<file path="src/rtl/life_pkg.sv">
// Shared definitions for the Life generation scheduler.
//   life_state_t  : scheduler FSM state encoding
//   FRAME_W       : width of the frame counter / frames-per-generation target
//   speed_frames(): maps the 2-bit speed selector to frames per generation
package life_pkg;

   typedef enum logic [1:0] {
      ST_IDLE       = 2'd0,
      ST_WAIT_FRAME = 2'd1,
      ST_COMPUTE    = 2'd2,
      ST_SWAP       = 2'd3
   } life_state_t;

   localparam int FRAME_W = 6;

   function automatic logic [FRAME_W-1:0] speed_frames(input logic [1:0] speed);
      logic [FRAME_W-1:0] frames;
      case (speed)
         2'd0:    frames = 6'd1;
         2'd1:    frames = 6'd4;
         2'd2:    frames = 6'd15;
         default: frames = 6'd60;
      endcase
      return frames;
   endfunction

endpackage

</file>
<file path="src/rtl/life_mem_arbiter.sv">
// Grant and address mux for the single-port cell memory.
// The display always wins; the engine only gets the port while a generation
// is being computed and the display is not reading. The display reads the
// shown buffer, the engine works on the other one.
//   disp_req/disp_addr       : display read request and cell address
//   eng_req/eng_we/eng_addr  : engine request, write enable and cell address
//   buf_sel                  : buffer currently displayed
//   eng_window               : engine may be granted (computing, not in reset)
//   disp_gnt/eng_gnt         : grants (mutually exclusive)
//   mem_addr/mem_we          : memory address {buffer, cell} and write enable
module life_mem_arbiter
   import life_pkg::*;
#(
   parameter int ADDR_W = 11
) (
   input  logic              disp_req,
   input  logic [ADDR_W-1:0] disp_addr,
   input  logic              eng_req,
   input  logic              eng_we,
   input  logic [ADDR_W-1:0] eng_addr,
   input  logic              buf_sel,
   input  logic              eng_window,
   output logic              disp_gnt,
   output logic              eng_gnt,
   output logic [ADDR_W:0]   mem_addr,
   output logic              mem_we
);

   logic w_eng_gnt;

   assign w_eng_gnt = eng_req & ~disp_req & eng_window;

   assign disp_gnt = disp_req;
   assign eng_gnt  = w_eng_gnt;
   assign mem_we   = w_eng_gnt & eng_we;

   always_comb begin
      mem_addr = '0;
      if (disp_req)
         mem_addr = {buf_sel, disp_addr};
      else if (w_eng_gnt)
         mem_addr = {~buf_sel, eng_addr};
   end

endmodule

</file>
<file path="src/rtl/life_scheduler.sv">
// Paces Game-of-Life generations against the video frame rate, hands the
// engine its start pulse, flips the displayed buffer on a frame boundary and
// arbitrates the shared cell memory between display and engine.
//
//   state       | meaning
//   ------------+-------------------------------------------------------
//   IDLE        | paused; waiting for run or a latched single step
//   WAIT_FRAME  | counting frame_start pulses up to the speed target
//   COMPUTE     | engine running; waiting for gen_done
//   SWAP        | generation ready; flip buffers on next frame_start
//
// Ports:
//   clk_vga, rst             : pixel clock, synchronous active-high reset
//   frame_start, run, step   : frame pulse, free-run level, single-step pulse
//   speed                    : frames per generation select (1/4/15/60)
//   disp_*, eng_*            : memory requests from display and engine
//   disp_gnt, eng_gnt        : memory grants
//   mem_addr, mem_we         : cell memory address (MSB = buffer), write enable
//   gen_start, gen_done      : engine handshake pulses
//   buf_sel, gen_count, busy : displayed buffer, generations done, not idle
module life_scheduler
   import life_pkg::*;
#(
   parameter int ADDR_W = 11,
   parameter int CNT_W  = 16
) (
   input  logic              clk_vga,
   input  logic              rst,
   input  logic              frame_start,
   input  logic              run,
   input  logic              step,
   input  logic [1:0]        speed,
   input  logic              disp_req,
   input  logic [ADDR_W-1:0] disp_addr,
   input  logic              eng_req,
   input  logic              eng_we,
   input  logic [ADDR_W-1:0] eng_addr,
   output logic              disp_gnt,
   output logic              eng_gnt,
   output logic [ADDR_W:0]   mem_addr,
   output logic              mem_we,
   output logic              gen_start,
   input  logic              gen_done,
   output logic              buf_sel,
   output logic [CNT_W-1:0]  gen_count,
   output logic              busy
);

   life_state_t        r_state;
   logic               r_buf_sel;
   logic [CNT_W-1:0]   r_gen_count;
   logic [FRAME_W-1:0] r_frame_cnt;
   logic [FRAME_W-1:0] r_frame_target;
   logic               r_step_pend;
   logic               r_gen_start;

   logic [FRAME_W-1:0] w_frame_inc;
   logic               w_eng_window;

   assign w_frame_inc  = r_frame_cnt + 1'b1;
   assign w_eng_window = (r_state == ST_COMPUTE) & ~rst;

   always_ff @(posedge clk_vga) begin
      if (rst) begin
         r_state        <= ST_IDLE;
         r_buf_sel      <= 1'b0;
         r_gen_count    <= '0;
         r_frame_cnt    <= '0;
         r_frame_target <= '0;
         r_step_pend    <= 1'b0;
         r_gen_start    <= 1'b0;
      end else begin
         r_gen_start <= 1'b0;
         case (r_state)
            ST_IDLE: begin
               if (!run && step)
                  r_step_pend <= 1'b1;
               if (run || r_step_pend) begin
                  r_state        <= ST_WAIT_FRAME;
                  r_frame_cnt    <= '0;
                  r_frame_target <= speed_frames(speed);
               end
            end

            ST_WAIT_FRAME: begin
               // Dropping run while only waiting (no step owed) just pauses;
               // no generation has been started yet.
               if (!run && !r_step_pend) begin
                  r_state <= ST_IDLE;
               end else if (frame_start) begin
                  if ((w_frame_inc == r_frame_target) || r_step_pend) begin
                     r_gen_start <= 1'b1;
                     r_step_pend <= 1'b0;
                     r_state     <= ST_COMPUTE;
                  end else begin
                     r_frame_cnt <= w_frame_inc;
                  end
               end
            end

            // frame_start is deliberately not looked at here, so a frame
            // coinciding with gen_done is not counted toward the swap.
            ST_COMPUTE: begin
               if (gen_done)
                  r_state <= ST_SWAP;
            end

            ST_SWAP: begin
               if (frame_start) begin
                  r_buf_sel   <= ~r_buf_sel;
                  r_gen_count <= r_gen_count + 1'b1;
                  if (run) begin
                     r_state        <= ST_WAIT_FRAME;
                     r_frame_cnt    <= '0;
                     r_frame_target <= speed_frames(speed);
                  end else begin
                     r_state <= ST_IDLE;
                  end
               end
            end

            default: r_state <= ST_IDLE;
         endcase
      end
   end

   assign gen_start = r_gen_start;
   assign buf_sel   = r_buf_sel;
   assign gen_count = r_gen_count;
   assign busy      = (r_state != ST_IDLE);

   life_mem_arbiter #(
      .ADDR_W (ADDR_W)
   ) u_arb (
      .disp_req   (disp_req),
      .disp_addr  (disp_addr),
      .eng_req    (eng_req),
      .eng_we     (eng_we),
      .eng_addr   (eng_addr),
      .buf_sel    (r_buf_sel),
      .eng_window (w_eng_window),
      .disp_gnt   (disp_gnt),
      .eng_gnt    (eng_gnt),
      .mem_addr   (mem_addr),
      .mem_we     (mem_we)
   );

endmodule

</file>
<file path="config.mk">
export PLATFORM = sky130hd
export DESIGN_NAME = life_scheduler
export DESIGN_NICKNAME = d
export VERILOG_FILES = /design/src/rtl/life_pkg.sv /design/src/rtl/life_mem_arbiter.sv /design/src/rtl/life_scheduler.sv
export SDC_FILE = /design/constraint.sdc
export NUM_CORES = 1
export LEC_CHECK = 0
export ABC_AREA = 0
export CORE_ASPECT_RATIO = 0.6
export CORE_MARGIN = 4
export CORE_UTILIZATION = 30
export CTS_BUF_LIST = sky130_fd_sc_hd__clkbuf_4 sky130_fd_sc_hd__clkbuf_8
export CTS_CLUSTER_DIAMETER = 200
export DETAILED_ROUTE_END_ITERATION = 10
export PLACE_DENSITY_LB_ADDON = 0.12
export SLEW_MARGIN = 20
export SYNTH_ARGS = -nofsm -noshare
export SYNTH_HDL_FRONTEND = slang
export SYNTH_SLANG_ARGS = --single-unit
</file>
<file path="constraint.sdc">
create_clock -name clk_vga -period 3 [get_ports clk_vga]
set_clock_uncertainty 0.1 [all_clocks]
set_input_delay 0.6 -clock clk_vga [delete_from_list [all_inputs] [get_ports clk_vga]]
set_output_delay 0.6 -clock clk_vga [all_outputs]
set_load 0.02 [all_outputs]
</file>
==> results of run 1 <==
[cell type report]
type / count / area [µm²] / share of cell area, %
multi-input combinational: 161 / 1090 / 40.1
inverter: 7 / 26.3 / 0.966
clock buffer: 5 / 68.8 / 2.53
sequential: 32 / 641 / 23.6
timing repair buffer: 76 / 768 / 28.3
tap: 80 / 100 / 3.68
clock inverter: 3 / 23.8 / 0.874
[cells by family after synthesis]
group,Yosys count,synth area share [%]
adder cells (fa/ha/maj),2,1.36
AO/OA/AOI/OAI,51,22.6
buffers and inverters,19,5.59
multiplexers,6,3.48
flip-flops,32,34.9
AND/OR/NAND/NOR,83,22.9
XOR/XNOR,19,9.07
[cell usage in the layout, fill, tap and decap left out, types with 5 or more instances in the layout]
cell / count
sky130_fd_sc_hd__nand4_1: 6
sky130_fd_sc_hd__xnor2_1: 12
sky130_fd_sc_hd__dfxtp_1: 32
sky130_fd_sc_hd__inv_1: 7
sky130_fd_sc_hd__dlymetal6s2s_1: 13
sky130_fd_sc_hd__nor2_1: 28
sky130_fd_sc_hd__a22o_1: 11
sky130_fd_sc_hd__nand3_1: 9
sky130_fd_sc_hd__buf_4: 10
sky130_fd_sc_hd__a31oi_1: 5
sky130_fd_sc_hd__clkbuf_8: 5
sky130_fd_sc_hd__nor4_1: 6
sky130_fd_sc_hd__a21oi_1: 10
sky130_fd_sc_hd__xor2_1: 7
sky130_fd_sc_hd__nand2_1: 10
sky130_fd_sc_hd__clkdlybuf4s50_1: 53
[routing by layer]
layer  GRT usage (%)  wire (µm)
met1            19.2       2560
met3            6.51        554
met4            3.78          0
met5               0          0
met2            18.9       1900
[per-stage QoR]
| stage | hold WS, ps | total power [mW] | instance area (µm²) | util, % |
|---|---|---|---|---|
| after floorplan | 382 | 0.543 | 1830 | - |
| after global placement | 387 | 0.626 | 2590 | 45.1 |
| after detailed placement | 399 | 0.626 | 2590 | 45.1 |
| after CTS | 411 | 0.970 | 2690 | 46.7 |
| after global routing | 447 | 1.00 | 2720 | 47.2 |
| final | 412 | 0.953 | 2720 | 47.2 |
[sequential cells by signal (all words and copies together), names as in the netlist, named ones only]
| name | count |
|---|---|
| gen_count | 16 |
| r_frame_cnt | 6 |
| r_step_pend | 1 |
| gen_start | 1 |
| buf_sel | 1 |
| r_frame_target | 5 |
| r_state | 1 |
[worst min-delay path: stages (launching register included)]
cell,delay (ps)
sky130_fd_sc_hd__dfxtp_1,340
sky130_fd_sc_hd__o21ai_0,80
sky130_fd_sc_hd__a21oi_1,60
[worst min path at each step]
stage,startpoint,end
final,gen_count[10],gen_count[10]
after global routing,gen_count[10],gen_count[10]
after CTS,gen_count[10],gen_count[10]
after detailed placement,gen_count[10],gen_count[10]
after global placement,gen_count[10],gen_count[10]
after floorplan,r_frame_target[1],r_frame_target[1]
[power breakdown]
group,leakage (nW),switching [mW],internal [mW]
Clock,0.0404,0.175,0.164
Sequential,0.259,0.00847,0.433
Combinational,0.814,0.0796,0.0929
==> load_flow_metrics.sql, run 1 <==
INSERT INTO impl_metrics (metric_group, metric, value, unit) VALUES
('run_status', 'status', 'complete, no violations', ''),
('critical_path', 'number_of_cells_on_the_worst_reg_to_reg_path', '7', ''),
('clock_network', 'htree_levels', '2', ''),
('timing', 'fmaxAchievable', '355', 'MHz'),
('global_routing', 'first_global_vias', '1709', ''),
('yosys', 'synth-edff-count', '0', ''),
('yosys', 'netlist.top_cell.by_area', 'sky130_fd_sc_hd__dfxtp_1', ''),
('timing', 'setup-violations-final', '0', ''),
('yosys', 'synthDominantCellAreaShare', '34.9', '%'),
('detailed_routing', 'detailedRoute.firstIterationViolations', '81', ''),
('detailed_routing', 'post-route-drc-count', '0', ''),
('power_and_ir_drop', 'power.density_cell_area', '351', 'nW/µm²'),
('critical_path', 'worstReg2RegEnd', 'r_frame_cnt[2]', ''),
('critical_path', 'max_stage_delay', '630', 'ps'),
('power_and_ir_drop', 'p_leak', '1.11', 'nW'),
('critical_path', 'worst-path-buf-inv', '3', ''),
('clock_network', 'cts_inserted_buffers', '5', ''),
('critical_path', 'worst_setup_ep_type', 'output pin', ''),
('timing', 'postLayoutSetupSlackWorst', '185', 'ps'),
('critical_path', 'worstPathMaxFanout', '14', ''),
('place', 'placed_cells', '356', ''),
('yosys', 'most_common_cell_in_the_netlist', 'sky130_fd_sc_hd__dfxtp_1', ''),
('timing', 'finalSetupTns', '0', 'ps'),
('clock_network', 'root_buffer', 'sky130_fd_sc_hd__clkbuf_8', ''),
('clock_network', 'cts-hold-fix-buffers', '0', ''),
('floorplan', 'core', '5750', 'µm²'),
('global_routing', 'grt_antenna_before_repair', '0', ''),
('yosys', 'synth.top_cells.by_count', 'sky130_fd_sc_hd__dfxtp_1 (32), sky130_fd_sc_hd__nor2_1 (28), sky130_fd_sc_hd__xnor2_1 (12), sky130_fd_sc_hd__a22o_1 (11)', ''),
('floorplan', 'die_x', '109', 'µm'),
('timing', 'finalWorstPathRequiredPeriod', '2820', 'ps'),
('critical_path', 'regToRegSetupSlack', '540', 'ps'),
('job', 'drv_cap', '0', ''),
('critical_path', 'cp_top_family', 'buffers and inverters', ''),
('detailed_routing', 'drt_pass1_iterations', '4', ''),
('yosys', 'postSynthCellCount', '212', ''),
('timing', 'final_max_slew_viol_count', '0', ''),
('clock_network', 'tritoncts', 'built', ''),
('place', 'dpl.hpwl', '3840', 'µm'),
('floorplan', 'placementRows', '21', ''),
('place', 'portBuffers', '66', ''),
('layout', 'n_fill_cell', '532', ''),
('global_routing', 'grt_use_total', '13.8', '%'),
('clock_network', 'cts_resized', '0', ''),
('critical_path', 'crit_slowest_cell', 'sky130_fd_sc_hd__clkdlybuf4s50_1', ''),
('critical_path', 'critical_path_most_common_cell', 'sky130_fd_sc_hd__clkdlybuf4s50_1', ''),
('clock_network', 'clk_pin_slew_worst_paths', '80', 'ps'),
('layout', 'diodes', '0', ''),
('yosys', 'synthesis.area_per_instance', '8.65', 'µm²'),
('detailed_routing', 'post_drt_via_cell_ratio', '4.92', ''),
('critical_path', 'reg2reg_from', 'r_frame_cnt[0]', ''),
('yosys', 'ys_ff_latch', '32', ''),
('yosys', 'yosysSeqAreaShare', '34.9', '%'),
('floorplan', 'io_pins', '67', ''),
('layout', 'areaGrowthSynthToFinish', '48.2', '%'),
('layout', 'final_cell_count_no_fill', '364', ''),
('yosys', 'yosys.cell_types.count', '48', ''),
('critical_path', 'category_of_the_critical_setup_timing_path', 'input pin to output pin', ''),
('floorplan', 'initial_utilization', '31.9', '%'),
('critical_path', 'critical_path_depth', '4', ''),
('global_routing', 'grt_first_pass_wirelength', '8140', 'µm'),
('layout', 'post_route_cells_drive_above_1_share', '10.9', '%'),
('worst_hold_path', 'worst_hold_path_type', 'flip-flop to flip-flop', ''),
('critical_path', 'worst-endpoint-arrival', '2120', 'ps'),
('critical_path', 'crit_path_end', 'eng_gnt', ''),
('timing', 'worst_pin_slew', '511', 'ps'),
('critical_path', 'critical_path.cell_chain', 'clkdlybuf4s50_1, nor3_1, buf_4, clkdlybuf4s50_1', ''),
('detailed_routing', 'vias', '1791', ''),
('global_routing', 'maximum_number_of_pins_on_one_net_before_global_route_repair', '30', ''),
('timing', 'hold_viol_final', '0', ''),
('critical_path', 'timing.critical_path.from_type', 'input pin', ''),
('detailed_routing', 'finalWirelength', '5010', 'µm');
Power figures use the tool's default switching activity.
==> run 2, diff against run 1 <==
- PLACE_DENSITY: unset -> 0.57
- PLACE_DENSITY_LB_ADDON: 0.12 -> unset
==> run 2 against run 1 <==
Design area is 0.97% higher. Critical endpoint unchanged. First-iteration DRC count is 7.4% lower. Wire length is 2.0% lower. Combinational power hardly changed. Global-route usage is 0.31 points lower. Count of clock-buffer cells in the layout is 2 higher. Setup slack worse by 9.6 ps. Utilization is 0.46 points higher. Highest routed layer is now met4. Register-to-register slack hardly changed. Die area stayed put.
==> load_flow_metrics.sql, run 2 (synthesized netlist as in run 1, its figures left out) <==
INSERT INTO impl_metrics (metric_group, metric, value, unit) VALUES
('run_status', 'status', 'complete, no violations', ''),
('clock_network', 'clk_pin_slew_worst_paths', '60', 'ps'),
('floorplan', 'die_height', '68.6', 'µm'),
('layout', 'most-common-layout-cells', 'sky130_fd_sc_hd__clkdlybuf4s50_1 (53), sky130_fd_sc_hd__dfxtp_1 (32), sky130_fd_sc_hd__nor2_1 (28)', ''),
('place', 'gpl.final_weighted_congestion', '0.793', ''),
('detailed_routing', 'route.detailed.wl_per_inst', '13.5', 'µm'),
('clock_network', 'insertion_delay', '280', 'ps'),
('floorplan', 'initial_utilization', '31.9', '%'),
('critical_path', 'category_of_the_critical_setup_timing_path', 'input pin to output pin', ''),
('timing', 'timing.max_slew.rel_slack', '66.4', '%'),
('layout', 'largest_reg_flops', '16', ''),
('detailed_routing', 'ant_nets', '0', ''),
('clock_network', 'cts_post_setup_buffers_inserted', '0', ''),
('detailed_routing', 'detailedRoute.firstIterationViolations', '75', ''),
('clock_network', 'cts_inserted_buffers', '5', ''),
('timing', 'final_max_slew_viol_count', '0', ''),
('clock_network', 'ctsLongestPathBuffers', '2', ''),
('global_routing', 'maximum_number_of_pins_on_one_net_before_global_route_repair', '30', ''),
('layout', 'post_route_cells_drive_above_1_share', '10.6', '%'),
('critical_path', 'worst_setup_ep_type', 'output pin', ''),
('critical_path', 'worstPathMaxFanout', '14', ''),
('floorplan', 'placementRows', '21', ''),
('power_and_ir_drop', 'p_leak', '1.13', 'nW'),
('detailed_routing', 'vias', '1780', ''),
('floorplan', 'io_pins', '67', ''),
('timing', 'setup-violations-final', '0', ''),
('detailed_routing', 'post-route-drc-count', '0', ''),
('global_routing', 'grt_first_pass_wirelength', '8000', 'µm'),
('layout', 'nNetsFinal', '317', ''),
('timing', 'worst_pin_slew', '502', 'ps'),
('timing', 'setup_repair_after_global_routing_missed_its_margin', 'false', ''),
('place', 'portBuffers', '66', ''),
('clock_network', 'htree_levels', '2', ''),
('critical_path', 'critPathRequiredTime', '2300', 'ps'),
('timing', 'final_min_period_over_clock_period', '94.2', '%'),
('worst_hold_path', 'worst_hold_path_type', 'flip-flop to flip-flop', ''),
('timing', 'fmaxAchievable', '354', 'MHz'),
('floorplan', 'die_x', '109', 'µm'),
('global_routing', 'grt_antenna_before_repair', '0', ''),
('critical_path', 'worst-endpoint-arrival', '2120', 'ps'),
('clock_network', 'clock_sink_count', '32', ''),
('layout', 'final_common_cell', 'sky130_fd_sc_hd__clkdlybuf4s50_1', ''),
('power_and_ir_drop', 'irDropWorstVdd', '0.186', 'mV'),
('clock_network', 'tritoncts', 'built', ''),
('place', 'place_worst_setup_slack', '54.7', 'ps'),
('place', 'dpl.hpwl', '3710', 'µm'),
('timing', 'hold_viol_final', '0', ''),
('critical_path', 'timing.critical_path.from_type', 'input pin', ''),
('detailed_routing', 'drt_pass1_iterations', '4', ''),
('clock_network', 'root_buffer', 'sky130_fd_sc_hd__clkbuf_8', ''),
('global_routing', 'grt_use_total', '13.5', '%'),
('layout', 'diodes', '0', ''),
('job', 'drv_cap', '0', ''),
('floorplan', 'design.die.area', '7470', 'µm²'),
('floorplan', 'core', '5750', 'µm²'),
('timing', 'finalWorstPathRequiredPeriod', '2820', 'ps'),
('detailed_routing', 'finalWirelength', '4910', 'µm'),
('detailed_routing', 'post_drt_via_cell_ratio', '4.90', ''),
('global_routing', 'first_global_vias', '1713', ''),
('timing', 'postLayoutSetupSlackWorst', '175', 'ps'),
('power_and_ir_drop', 'power.density_cell_area', '389', 'nW/µm²'),
('layout', 'areaGrowthSynthToFinish', '49.7', '%'),
('global_routing', 'grt_overflow', '0', ''),
('timing', 'finalSetupTns', '0', 'ps');
==> run 2: worst paths after layout <==
path                   from             end  slack, ps  depth (start not counted)
max                     rst         eng_gnt        180                          4
max reg2reg  r_frame_cnt[0]  r_frame_cnt[2]        550                          7
min           gen_count[10]   gen_count[10]        410                          2
min reg2reg   gen_count[10]   gen_count[10]        410                          2
==> run 2: cell type report <==
class / instances / area, µm²
fillers: 573 / 3010
multi-input cells: 161 / 1090
repair buffers: 75 / 761
inverters: 7 / 26.3
well taps: 80 / 100
clock buffers: 7 / 96.3
flip-flops and latches: 32 / 641
clock inverters: 1 / 30.0
==> run 2: power by group <==
group	internal, mW	leakage [nW]	switching, mW	total, mW
Clock	0.293	0.0645	0.161	0.454
Sequential	0.433	0.259	0.00848	0.442
Combinational	0.0920	0.809	0.0790	0.171
Total	0.818	1.13	0.249	1.07
==> run 2: stage by stage <==
step | utilization, % | hold WS, ps | area, µm² | power, mW | std cells
2_1_floorplan | - | 382 | 1830 | 0.543 | 212
3_3_place_gp | 44.9 | 392 | 2590 | 0.624 | 355
6_report | 47.7 | 415 | 2750 | 1.07 | 363
5_1_grt | 47.7 | 447 | 2750 | 1.11 | 363
3_5_place_dp | 44.9 | 397 | 2590 | 0.624 | 355
4_1_cts | 47.1 | 412 | 2710 | 1.09 | 363
==> run 2: routing by layer <==
| metal | part of all wire (%) | vias up | global-route usage (%) |
|---|---|---|---|
| met1 | 52 | 794 | 18.4 |
| li1 | - | 916 | - |
| met5 | 0 | - | 0 |
| met4 | 0.79 | 0 | 3.15 |
| met2 | 36 | 65 | 18.7 |
| met3 | 11 | 5 | 6.98 |
==> run 2: timing repair <==
action / CTS / global route
hold buffers: 0 / 0
gates resized for setup: 0 / 13
endpoints found under the setup margin: 0 / 13
==> run 2: critical path, stage by stage <==
cell	delay, ps
sky130_fd_sc_hd__clkdlybuf4s50_1	480
sky130_fd_sc_hd__nor3_1	200
sky130_fd_sc_hd__buf_4	220
sky130_fd_sc_hd__clkdlybuf4s50_1	630
